[src/rtl/stopwatch_lap_ctrl.sv]
// Run/stop/lap/clear controller for the 100 Hz stopwatch datapath.
// Moore FSM: freezes the display in LAP while the tick counter keeps running.
module stopwatch_lap_ctrl #(
  parameter int unsigned CNT_W  = 14,
  parameter int unsigned LAPN_W = 4
) (
  input  logic              clk,
  input  logic              reset,
  input  logic              i_run_stop,
  input  logic              i_clear,
  input  logic              i_lap,
  input  logic [CNT_W-1:0]  i_count,
  output logic              o_run,
  output logic              o_clear,
  output logic              o_lap_active,
  output logic [CNT_W-1:0]  o_disp,
  output logic [LAPN_W-1:0] o_lap_num,
  output logic [1:0]        o_state
);

  typedef enum logic [1:0] {
    ST_STOP  = 2'b00,
    ST_RUN   = 2'b01,
    ST_LAP   = 2'b10,
    ST_CLEAR = 2'b11
  } state_t;

  state_t             state_q;
  logic [CNT_W-1:0]   lap_reg_q;
  logic [LAPN_W-1:0]  lap_num_q;
  logic [LAPN_W-1:0]  lap_num_d;

  // Saturating increment; the lap count holds at all-ones rather than wrapping.
  always_comb begin
    lap_num_d = lap_num_q;
    if (lap_num_q != '1) begin
      lap_num_d = lap_num_q + 1'b1;
    end
  end

  always_ff @(posedge clk or negedge reset) begin
    if (!reset) begin
      state_q   <= ST_STOP;
      lap_reg_q <= '0;
      lap_num_q <= '0;
    end else begin
      case (state_q)
        ST_STOP: begin
          if (i_run_stop) begin
            state_q <= ST_RUN;
          end else if (i_clear) begin
            state_q   <= ST_CLEAR;
            lap_reg_q <= '0;
            lap_num_q <= '0;
          end
        end
        ST_RUN: begin
          if (i_run_stop) begin
            state_q <= ST_STOP;
          end else if (i_lap) begin
            state_q   <= ST_LAP;
            lap_reg_q <= i_count;
            lap_num_q <= lap_num_d;
          end
        end
        ST_LAP: begin
          if (i_run_stop) begin
            state_q <= ST_STOP;
          end else if (i_lap) begin
            lap_reg_q <= i_count;
            lap_num_q <= lap_num_d;
          end else if (i_clear) begin
            state_q <= ST_RUN;
          end
        end
        ST_CLEAR: state_q <= ST_STOP;
        default:  state_q <= ST_STOP;
      endcase
    end
  end

  // Outputs depend on the state register only; o_disp passes i_count through unregistered.
  always_comb begin
    o_run        = (state_q == ST_RUN) || (state_q == ST_LAP);
    o_clear      = (state_q == ST_CLEAR);
    o_lap_active = (state_q == ST_LAP);
    o_disp       = (state_q == ST_LAP) ? lap_reg_q : i_count;
    o_lap_num    = lap_num_q;
    o_state      = state_q;
  end

endmodule

[config.mk]
export PLATFORM = sky130hd
export DESIGN_NAME = stopwatch_lap_ctrl
export DESIGN_NICKNAME = d
export VERILOG_FILES = /design/src/rtl/stopwatch_lap_ctrl.sv
export SDC_FILE = /design/constraint.sdc
export NUM_CORES = 1
export LEC_CHECK = 0
export BUFFER_PORTS_ARGS = -buffer_cell sky130_fd_sc_hd__buf_2
export CORE_MARGIN = 2
export CORE_UTILIZATION = 40
export CTS_CLUSTER_DIAMETER = 40
export CTS_CLUSTER_SIZE = 20
export DETAILED_ROUTE_END_ITERATION = 16
export GPL_TIMING_DRIVEN = 0
export PLACE_DENSITY = 0.77
export SLEW_MARGIN = 40
export SYNTH_ARGS = -nofsm -noshare
export SYNTH_HDL_FRONTEND = slang
export SYNTH_SLANG_ARGS = --single-unit
[constraint.sdc]
create_clock -name clk -period 2.9 [get_ports clk]
set_clock_uncertainty 0.15 [all_clocks]
set_input_delay 0.145 -clock clk [delete_from_list [all_inputs] [get_ports clk]]
set_output_delay 0.145 -clock clk [all_outputs]
set_load 0.02 [all_outputs]
==> results_dict.tcl <==
set metrics [dict create \
    status "completed" \
    h-tree-depth 1 \
    drt-initial-drc-count 13 \
    die_h_um 58.2 \
    cp-end-kind "primary output" \
    io_pins 42 \
    routabilityCongestion 0.810 \
    viasPerCell 5.19 \
    cts_resized 0 \
    routed_wirelength_um 2790 \
    syn-num-nets 149 \
    cp_top_family "buffers and inverters" \
    layout.cells.non_filler 215 \
    register_area_um2 500 \
    yosysWarnings 0 \
    grt_max_degree 21 \
    tightest_slew_ps 448 \
    cap_violations 0 \
    multi_input_area_um2 629 \
    hold_class "in2reg" \
    pwr_density_cell_nw_per_um2 1150 \
    cts_setup_buffers 0 \
    firstDrtPassIters 4 \
    crit_slowest_cell "dfrtp_1" \
    grt_pass1_wl_um 4710 \
    timing.final.ws_setup_ps 552 \
    drcViolationCount 0 \
    cts_tree "done" \
    leakage_nw 0.799 \
    pre_cts_ws_ps 812 \
    dp_cells 195 \
    track_usage 0.181 \
    crit_chain "inv_1 -> ha_1 -> buf_2 -> mux2_2 -> buf_2" \
    path_clk_slew_ps 110 \
    critical_path_required_ps 2610 \
    crit_type "reg2out" \
    avgSynthCellArea_um2 9.56 \
    die_w_um 58.2 \
    hold_buffers 16 \
    antenna_found_initial 0 \
    fin_total_pwr_mw 1.87 \
    finalMaxSlewViolations 0 \
    vias 1115 \
    path_max_fanout 10 \
    hold_viol 0 \
    fin_tns_setup_ps 0 \
    initial_core_util 0.423 \
    synth.yosys.seq_area_share 0.426 \
    place_hpwl_um 1980 \
    min_period_ps 2350 \
    antennaDiodeCount 0 \
    final_cell_mix "buf_2 (45), nand2_1 (29), dfrtp_1 (20)" \
    cp_num_buf_inv 3 \
    wl_per_cell_um 13.0 \
    cts_num_sinks 20 \
    crit_path_frequent_cell "buf_2" \
    ys_seq_elements 20 \
    slew_headroom 0.702 \
    coreArea_um2 2780 \
    rsz0062_at_grt "false" \
    grt_remaining_overflow 0 \
    die_area_um2 3390 \
    setup_viol 0 \
    synth.distinct_cells 28 \
    syn_to_final_growth_pct 38.8 \
    final_min_period_over_clock_period 0.810 \
    synthCells 123 \
    crit_arrival_ps 2050 \
    grt_pass1_vias 1103 \
    ant_nets 0 \
    start_kind "register" \
    cts_buffers 3 \
    drive_gt1_frac 0.370 \
    io_buffer_count 41 \
    cp_slowest_stage_delay_ps 440 \
    clock_latency_ps 310 \
    fin_nets 211 \
    cts_buffer_depth 2 \
    cts_root_buffer "clkbuf_4" \
    syn_area_um2 1180 \
    ir_worst_vdd_mv 0.860 \
    fmax_mhz 426 \
    mostFrequentLayoutCell "buf_2" \
    fill_cells 240 \
    std_cell_rows 19 \
]
## cell usage after synthesis
| cell | n | area [um2] |
|---|---|---|
| o311ai_1 | 1 | 8.76 |
| o21ai_1 | 10 | 50.1 |
| nor2b_1 | 1 | 6.26 |
| mux2_2 | 14 | 158 |
| inv_1 | 3 | 11.3 |
| nand2b_4 | 1 | 13.8 |
| nand2_1 | 29 | 109 |
| or2_4 | 1 | 8.76 |
| buf_2 | 4 | 20.0 |
| nand4_1 | 1 | 6.26 |
| ha_1 | 7 | 87.6 |
| a21bo_2 | 1 | 10.0 |
| a221oi_1 | 1 | 8.76 |
| dfrtp_1 | 20 | 500 |
| a221o_1 | 1 | 10.0 |
| nand2b_2 | 1 | 8.76 |
| buf_6 | 1 | 11.3 |
| nand2b_1 | 3 | 18.8 |
| o32a_1 | 1 | 10.0 |
| clkbuf_1 | 1 | 3.75 |
| a211oi_1 | 1 | 7.51 |
| o21a_1 | 1 | 7.51 |
| mux2i_1 | 1 | 10.0 |
| o21ai_0 | 11 | 55.1 |
| a21oi_1 | 1 | 5.00 |
| a22o_1 | 1 | 8.76 |
| nand3_1 | 2 | 10.0 |
| nor2_1 | 3 | 11.3 |
## area by class of cell
class,instances,share of cell area
multi-input combinational,94,0.385
sequential,20,0.307
timing repair buffer,57,0.224
tap,31,0.0238
buffer,6,0.0215
clock inverter,1,0.0184
clock buffer,3,0.0138
inverter,3,0.00690
## cell families (layout without fill, tap and decap cells)
group | Yosys count | in the layout | synth area share
multiplexers | 15 | 15 | 0.143
buffers and inverters | 9 | 70 | 0.0394
AND/OR/NAND/NOR | 42 | 42 | 0.164
AO/OA/AOI/OAI | 30 | 30 | 0.154
flip-flops | 20 | 20 | 0.426
adder cells (fa/ha/maj) | 7 | 7 | 0.0745
## layer usage
metal	wire length (um)	GRT usage	part of all wire
met4	17	0.0365	0.0061
met1	1260	0.209	0.45
met2	1370	0.336	0.49
met3	138	0.0446	0.049
met5	0	0	0
## final timing paths
kind,start,cells after the start,to,slack [ps]
min in group asynchronous,reset,2,lap_reg_q[9]$_DFFE_PN0P_,160
worst max register to register,o_state[1]$_DFFE_PN0P_,6,o_lap_num[1]$_DFFE_PN0P_,790
worst min-delay path,i_clear,3,o_state[1]$_DFFE_PN0P_,130
max in group asynchronous,reset,2,o_lap_num[1]$_DFFE_PN0P_,2130
worst min register to register,lap_reg_q[1]$_DFFE_PN0P_,2,lap_reg_q[1]$_DFFE_PN0P_,340
worst max-delay path,o_state[0]$_DFFE_PN0P_,5,o_disp[10],550
## worst register-to-register path: stages, from the launching register on
cell and delay [ps]:
dfrtp_1 470, inv_1 110, ha_1 400, buf_2 250
clkbuf_1 390, nand2_1 80, o21ai_0 180
## per-stage QoR
step / hold WS [ps] / utilization / cell area, um2
after floorplan: -301 / - / 1180
after global placement: -35.9 / 0.511 / 1420
after detailed placement: -28.4 / 0.511 / 1420
after CTS: 97.6 / 0.587 / 1630
after global routing: 138 / 0.587 / 1630
final: 132 / 0.587 / 1630
## flip-flops by register name, indices dropped and copies added (netlist names)
register	cells
o_lap_num	4
lap_reg_q	14
o_state	2
## where the power goes
part	switching [mW]	leakage (nW)	internal, mW
Clock	0.0891	0.0279	0.140
Combinational	0.697	0.514	0.467
Sequential	0.0840	0.257	0.397
Total	0.870	0.799	1.00
Power figures use the tool's default switching activity.
